## config.mk

```make
export PLATFORM = sky130hd
export DESIGN_NAME = adder_sched
export DESIGN_NICKNAME = d
export VERILOG_FILES = /design/src/rtl/adder_sched_pkg.sv /design/src/rtl/adder_sched_rr_arbiter.sv /design/src/rtl/adder_sched.sv
export SDC_FILE = /design/constraint.sdc
export NUM_CORES = 1
export LEC_CHECK = 0
export ABC_CLOCK_PERIOD_IN_PS = 4400
export BUFFER_PORTS_ARGS = -buffer_cell sky130_fd_sc_hd__buf_2
export CORE_MARGIN = 5
export CORE_UTILIZATION = 35
export DETAILED_ROUTE_END_ITERATION = 8
export MAX_ROUTING_LAYER = met4
export SYNTH_ARGS = -nofsm -noshare
export SYNTH_HDL_FRONTEND = slang
export SYNTH_SLANG_ARGS = --single-unit
export TNS_END_PERCENT = 20
```

## constraint.sdc

```tcl
create_clock -name clk -period 4.4 [get_ports clk]
set_input_delay 0.66 -clock clk [delete_from_list [all_inputs] [get_ports clk]]
set_output_delay 0.66 -clock clk [all_outputs]
set_load 0.02 [all_outputs]
```

## src/rtl/adder_sched_pkg.sv

```systemverilog
// Shared types and the round-robin grant function for adder_sched and other arbiters.
package adder_sched_pkg;

  typedef enum logic {IDLE = 1'b0, BUSY = 1'b1} state_e;

  localparam int STAT_WIDTH = 32;
  localparam int RR_MAX     = 16;

  // One-hot grant: first set bit of req searching upward from last+1, wrapping at n.
  function automatic logic [RR_MAX-1:0] rr_next(input logic [RR_MAX-1:0] req,
                                                input int unsigned last,
                                                input int unsigned n);
    logic [RR_MAX-1:0] g;
    logic              found;
    logic [3:0]        idx;
    g     = '0;
    found = 1'b0;
    for (int k = 1; k <= RR_MAX; k++) begin
      idx = 4'((last + k) % n);
      if (k <= n && !found && req[idx]) begin
        g[idx] = 1'b1;
        found  = 1'b1;
      end
    end
    return g;
  endfunction

endpackage

```

## src/rtl/adder_sched_rr_arbiter.sv

```systemverilog
// Combinational round-robin arbiter; the last-grant pointer lives in the caller.
module rr_arbiter
  import adder_sched_pkg::*;
#(
  parameter int NUM_REQ  = 4,
  parameter int ID_WIDTH = $clog2(NUM_REQ)
) (
  input  logic [NUM_REQ-1:0]  req,
  input  logic [ID_WIDTH-1:0] last_grant,
  input  logic                en,
  output logic [NUM_REQ-1:0]  grant_oh,
  output logic [ID_WIDTH-1:0] grant_idx
);

  logic [RR_MAX-1:0] full_oh;
  logic              unused_hi;

  assign full_oh   = rr_next(RR_MAX'(req), 32'(last_grant), NUM_REQ);
  assign unused_hi = ^full_oh;
  assign grant_oh  = en ? full_oh[NUM_REQ-1:0] : '0;

  always_comb begin
    grant_idx = '0;
    for (int i = 0; i < NUM_REQ; i++)
      if (grant_oh[i]) grant_idx = ID_WIDTH'(i);
  end

endmodule

```

## src/rtl/adder_sched.sv

```systemverilog
// Round-robin scheduler sharing one adder among NUM_REQ requesters.
// Define ADDER_SCHED_STATS_EN to add saturating op_count / carry_count outputs.
module adder_sched
  import adder_sched_pkg::*;
#(
  parameter int DATA_WIDTH = 8,
  parameter int NUM_REQ    = 4,
  parameter int ID_WIDTH   = $clog2(NUM_REQ)
) (
  input  logic                               clk,
  input  logic                               rst,
  input  logic [NUM_REQ-1:0]                 req_valid,
  output logic [NUM_REQ-1:0]                 req_ready,
  input  logic [NUM_REQ-1:0][DATA_WIDTH-1:0] req_a,
  input  logic [NUM_REQ-1:0][DATA_WIDTH-1:0] req_b,
  output logic                               rsp_valid,
  input  logic                               rsp_ready,
  output logic [ID_WIDTH-1:0]                rsp_id,
  output logic [DATA_WIDTH:0]                rsp_sum
`ifdef ADDER_SCHED_STATS_EN
  ,
  output logic [STAT_WIDTH-1:0]              op_count,
  output logic [STAT_WIDTH-1:0]              carry_count
`endif
);

  state_e                state, state_nxt;
  logic [ID_WIDTH-1:0]   last_grant, grant_idx;
  logic [NUM_REQ-1:0]    grant_oh;
  logic [DATA_WIDTH-1:0] op_a, op_b;
  logic                  free, accept;

  // Output slot frees up in the same cycle its result is consumed.
  assign free = (state == IDLE) || rsp_ready;

  rr_arbiter #(.NUM_REQ(NUM_REQ), .ID_WIDTH(ID_WIDTH)) u_arb (
    .req       (req_valid),
    .last_grant(last_grant),
    .en        (free && !rst),
    .grant_oh  (grant_oh),
    .grant_idx (grant_idx)
  );

  assign accept    = |grant_oh;
  assign req_ready = grant_oh;
  assign rsp_valid = (state == BUSY);
  assign rsp_sum   = {1'b0, op_a} + {1'b0, op_b};

  always_ff @(posedge clk) begin
    if (rst) state <= IDLE;
    else     state <= state_nxt;
  end

  always_comb begin
    state_nxt = state;
    if (accept)                          state_nxt = BUSY;
    else if (state == BUSY && rsp_ready) state_nxt = IDLE;
  end

  always_ff @(posedge clk) begin
    if (rst) begin
      last_grant <= ID_WIDTH'(NUM_REQ - 1);
      op_a       <= '0;
      op_b       <= '0;
      rsp_id     <= '0;
    end else if (accept) begin
      last_grant <= grant_idx;
      op_a       <= req_a[grant_idx];
      op_b       <= req_b[grant_idx];
      rsp_id     <= grant_idx;
    end
  end

`ifdef ADDER_SCHED_STATS_EN
  logic done;
  assign done = rsp_valid && rsp_ready;

  always_ff @(posedge clk) begin
    if (rst) begin
      op_count    <= '0;
      carry_count <= '0;
    end else if (done) begin
      if (op_count != '1) op_count <= op_count + 1'b1;
      if (rsp_sum[DATA_WIDTH] && carry_count != '1) carry_count <= carry_count + 1'b1;
    end
  end
`endif

endmodule

```

== Word-level counts from Yosys, hierarchy flattened ==
Index checks and enable logic that the tools add are counted.
Operators by class
  $add $sub $neg: 5
  magnitude comparators: 9
  muxes and demuxes: 33
  bitwise operators: 4
  reduce and logical (&&, ||, !) cells: 16
Operators with widths (count)
  $bmux 8 s2: 2
  $lt 2x5->1 const B: 4
  $mux 4: 5
  $mux 8: 2
  $mux 1: 14
  $or 4x4->4: 3
  $add 8x8->9: 1
  $logic_and 1x1->1: 9
  $bmux 1 s2: 4
  $demux 1 s2: 4
  $ge 2x1->1 const B: 4
  $add 2x1->2 const B: 2
  $add 2x2->2 const B: 2
  $logic_not 1->1: 4
  $mux 2: 2
  $reduce_or 4->1: 1
  $lt 2x3->1 const B: 1
  $reduce_bool 2->1: 1
  $logic_or 1x1->1: 1
  $not 1->1: 1
Storage, ports and cells
  bits in registers: 21
  input bits: 71
  output and inout port bits: 16
  word-level logic and storage cells: 72

== Logic depth before layout (Yosys ltp) ==
  depth in word-level cells: 19
  depth in mapped cells: 13
  mapped depth without buffers: 10

== Hierarchy ==
From an unflattened synthesis, not the netlist that was laid out.
Second synthesis, totals
  cell total of the unflattened synthesis: 194
  area total of the unflattened synthesis: 1839.3 um^2
By module, submodules not included
  adder_sched: instances 1, cells an instance 151, area an instance 1442.6 um^2, seq. area each 420.4 um^2
  rr_arbiter: instances 1, cells an instance 43, area an instance 396.6 um^2, seq. area each 0.0 um^2

== Least setup slack after synthesis ==
No wires, ideal clock.
  path type: flip-flop to flip-flop
  from: reg last_grant[1]
  to: reg last_grant[0]
  library setup time: 0.120 ns
  arrival time: 2.974 ns
  data required time: 4.280 ns
  slack: 1.307 ns
  stages on the path, launching flop included: 13
  buffers on the path: 4
  period minus slack after synthesis: 3.093 ns
  cells stage by stage: dfxtp_1 clkbuf_1 inv_1 ha_1 mux4_2 a221oi_1 o311ai_4 and4b_1 buf_6 or2_1 buf_6 buf_12 a211o_1
Between the ends
  longest elaborated chain between the ends: 17
  elaborated cells between the ends (all ways): 53
  classes of those cells: add/sub (4); order compare (8); mux (27); bitwise (3); reduce/logical (11)
RTL lines
  start, declared: RTL line adder_sched.sv:28  | logic [ID_WIDTH-1:0] last_grant, grant_idx;
  start signal, assigned: RTL line adder_sched.sv:62  | last_grant <= ID_WIDTH'(NUM_REQ - 1);
  start signal, assigned: RTL line adder_sched.sv:67  | last_grant <= grant_idx;
  parallel branches: the longest is 12 deep, another holds $lt 2x5->1
  $mux 4 (*): RTL line adder_sched_pkg.sv:20  | if (k <= n && !found && req[idx]) begin
  $mux 4 (*): RTL line adder_sched_rr_arbiter.sv:20  | assign grant_oh = en ? full_oh[NUM_REQ-1:0] : '0;
  $mux 1: RTL line adder_sched_rr_arbiter.sv:25  | if (grant_oh[i]) grant_idx = ID_WIDTH'(i);
  $mux 2 (2 in series): RTL line adder_sched_rr_arbiter.sv:25
Every way passes the cells marked *. The select of a mux whose other input is x is not followed.
A chain may end at the register's enable or synchronous reset.

== Final worst setup path ==
  from: reg last_grant[0]
  to: reg op_b[4]
Between the ends
  longest elaborated chain between the ends: 19
  elaborated cells between the ends (all ways): 55
  classes of those cells: add/sub (4); order compare (8); mux (29); bitwise (3); reduce/logical (11)
RTL lines
  parallel branches: the longest is 12 deep, another holds $lt 2x5->1
  $mux 4 (*): RTL line adder_sched_pkg.sv:20
  $mux 4 (*): RTL line adder_sched_rr_arbiter.sv:20
  $mux 1: RTL line adder_sched_rr_arbiter.sv:25
  $mux 2 (2 in series): RTL line adder_sched_rr_arbiter.sv:25
  $bmux 8 s2: RTL line adder_sched.sv:69  | op_b <= req_b[grant_idx];
  $mux 8 (not written as such): RTL line adder_sched.sv:69
  end signal, assigned: RTL line adder_sched.sv:69
  end, declared: RTL line adder_sched.sv:30  | logic [DATA_WIDTH-1:0] op_a, op_b;
Marked as above.

==> metrics.yaml <==
max_slew_margin_pct: 42.8
yosysSeqAreaShare_pct: 21.3
pre_cts_ws_ns: 0.480
die_area_sq_um: 7250
holdWs_ns: 0.478
path_clk_slew_ns: 0.08
period_share_pct: 89.4
yosysUniqueCellTypes: 41
critPathRequiredTime_ns: 4.58
synth.avg_cell_area_sq_um: 8.94
slowest_delay_ns: 0.66
final_common_cell: "buf_2"
finalNetCount: 386
critPathSlowestCell: "nor2_4"
num_rows: 27
worstSkewPairLatency_ns: 0.26
post-cts-setup-buffers: 0
max_freq_mhz: 254
cts.path.max_buffers: 2
reg2reg_depth: 9
cp_max_fo: 33
power_mw: 1.81
dpl_cell_area_sq_um: 2420
grt_pass1_wl_mm: 9.92
postSynthCellCount: 221
ir_worst_vdd_mv: 0.347
ios: 87
synth_nets: 309
drtAntennaViolNets: 0
globalRouteOverflowTotal: 0
slew_violations: 0
hold_viol_final: 0
area_delta_synth_final_pct: 24.8
cts.sinks: 21
start_kind: "flip-flop"
antenna-diode-count: 0
routed_via_density: 5.44
grtUsageTotal_pct: 17.2
worst_pin_slew_ns: 0.858
io_buffers: 86
drive_gt1_share_pct: 42.4
fin_area_sq_um: 2460
die_x_microns: 85.1
setup_ws_ns: 0.468
min_path_type: "flip-flop to flip-flop"
dieHeight_microns: 85.1
vias: 2009
netlist_area_sq_um: 1980
clock-root-buffer: "clkbuf_8"
path_class: "flip-flop to flip-flop"
antenna_found_initial: 0
cts_tree: "done"
outcome: "complete, no violations"
cts_resized: 0
setup_tns_ns: 0
finClkSkew_ns: 0.00894
place_hpwl_mm: 4.66
cts_buffers: 3
crit_path_cell_trace: "inv_1 -> ha_1 -> mux4_2 -> a221oi_1 -> o311ai_4 -> and4b_1 -> nor2_4 -> o221ai_1 -> a221oi_2"
rsz0062_at_grt: "false"
first_pass_iters: 4
start_util_pct: 35.9
holdBufCountCts: 0
h-tree-depth: 1
period_needed_ns: 3.93
setup_viol_count_final: 0
first_iter_violations: 113
grt_pass1_vias: 2037
drt-wirelength-per-cell_microns: 16.4
routed_wl_mm: 6.06
gp_congestion: 0.836
min_path_cells: 2
pwr_density_cell_nw_per_um2: 733
yosysWarnings: 0
arrival_ns: 4.12
most-common-layout-cells: "buf_2, a21oi_1, dfxtp_1, o221ai_1, ha_1"
crit_path_end_kind: "flip-flop"
maxCapViolCount: 0
core_area_sq_um: 5510
grt_max_degree: 34
drcViolationCount: 0
power.leakage_nw: 1.09
ys_ff_latch: 21
-- layout make-up --
cell class                 count  area [sq um]
fill                         571          3040
timing repair buffer          89           465
multi-input combinational    172          1400
inverter                      11          41.3
clock buffer                   4          45.0
tap                           72          90.1
sequential                    21           420
-- stage by stage --
step | util (%) | std cells
after floorplan | - | 221
after global placement | 43.9 | 365
after detailed placement | 43.9 | 365
after CTS | 44.8 | 369
after global routing | 44.8 | 369
final | 44.8 | 369
-- state kept, by name, indices dropped and copies added (netlist names) --
| name | flops |
|---|---|
| last_grant | 2 |
| rsp_valid | 1 |
| op_a | 8 |
| op_b | 8 |
| rsp_id | 2 |
-- worst max-delay path, delay by kind of cell, from the launching register on --
kind / cells / cell delay (ns)
simple gates: 2 / 1.12
flops: 1 / 0.62
fa+ha+maj: 1 / 0.35
mux: 1 / 0.37
buf+inv: 1 / 0.18
compound gates: 4 / 1.20
-- Yosys cell counts, drive strengths merged --
library cell | count | area, sq um
a21oi | 44 | 220
nand2 | 22 | 105
dfxtp | 21 | 420
a221oi | 18 | 245
ha | 16 | 200
o221ai | 16 | 140
inv | 11 | 41.3
buf | 9 | 81.3
clkbuf | 8 | 30.0
nor2 | 7 | 33.8
o21ai | 7 | 38.8
nor2b | 5 | 31.3
xnor2 | 5 | 43.8
mux4 | 4 | 90.1
and2 | 3 | 18.8
nand3b | 3 | 35.0
o21a | 3 | 22.5
a21o | 2 | 15.0
mux2 | 2 | 22.5
nand2b | 2 | 12.5
or2 | 2 | 12.5
a211o | 1 | 8.76
a21boi | 1 | 7.51
a31oi | 1 | 6.26
and4b | 1 | 10.0
fa | 1 | 20.0
nand3 | 1 | 5.00
nor3 | 1 | 5.00
nor3b | 1 | 7.51
o21bai | 1 | 7.51
o221a | 1 | 11.3
o311ai | 1 | 26.3
-- report_power, final --
part | internal [mW] | switching, mW | total [mW] | leakage [nW]
logic | 0.528 | 0.837 | 1.37 | 0.892
registers | 0.262 | 0.0524 | 0.315 | 0.174
clock network | 0.0645 | 0.0627 | 0.127 | 0.0228
total | 0.855 | 0.952 | 1.81 | 1.09
-- logic make-up after synthesis --
group / Yosys count / synth area share, %
AO/OA/AOI/OAI: 96 / 37.9
flip-flops: 21 / 21.3
adder cells (fa/ha/maj): 17 / 11.1
XOR/XNOR: 5 / 2.22
buffers and inverters: 28 / 7.73
multiplexers: 6 / 5.70
AND/OR/NAND/NOR: 48 / 14.0
-- final timing paths --
kind | startpoint | to | slack (ns)
max | last_grant[0]$_SDFFE_PP1P_ | op_b[4]$_SDFFE_PP0P_ | 0.47
min reg2reg | rsp_id[0]$_SDFFE_PP0P_ | rsp_id[0]$_SDFFE_PP0P_ | 0.48
max reg2reg | last_grant[0]$_SDFFE_PP1P_ | op_b[4]$_SDFFE_PP0P_ | 0.47
min | rsp_id[0]$_SDFFE_PP0P_ | rsp_id[0]$_SDFFE_PP0P_ | 0.48
-- layer usage --
layer	share of wire (%)	global-route usage, %	wire [microns]	vias up
met4	1.8	4.03	112	0
li1	-	-	-	993
met3	6.2	4.17	374	10
met2	49	27.8	2950	65
met5	0	-	0	-
met1	43	21.5	2630	941
Note: power is estimated with default switching activity, not from simulation.
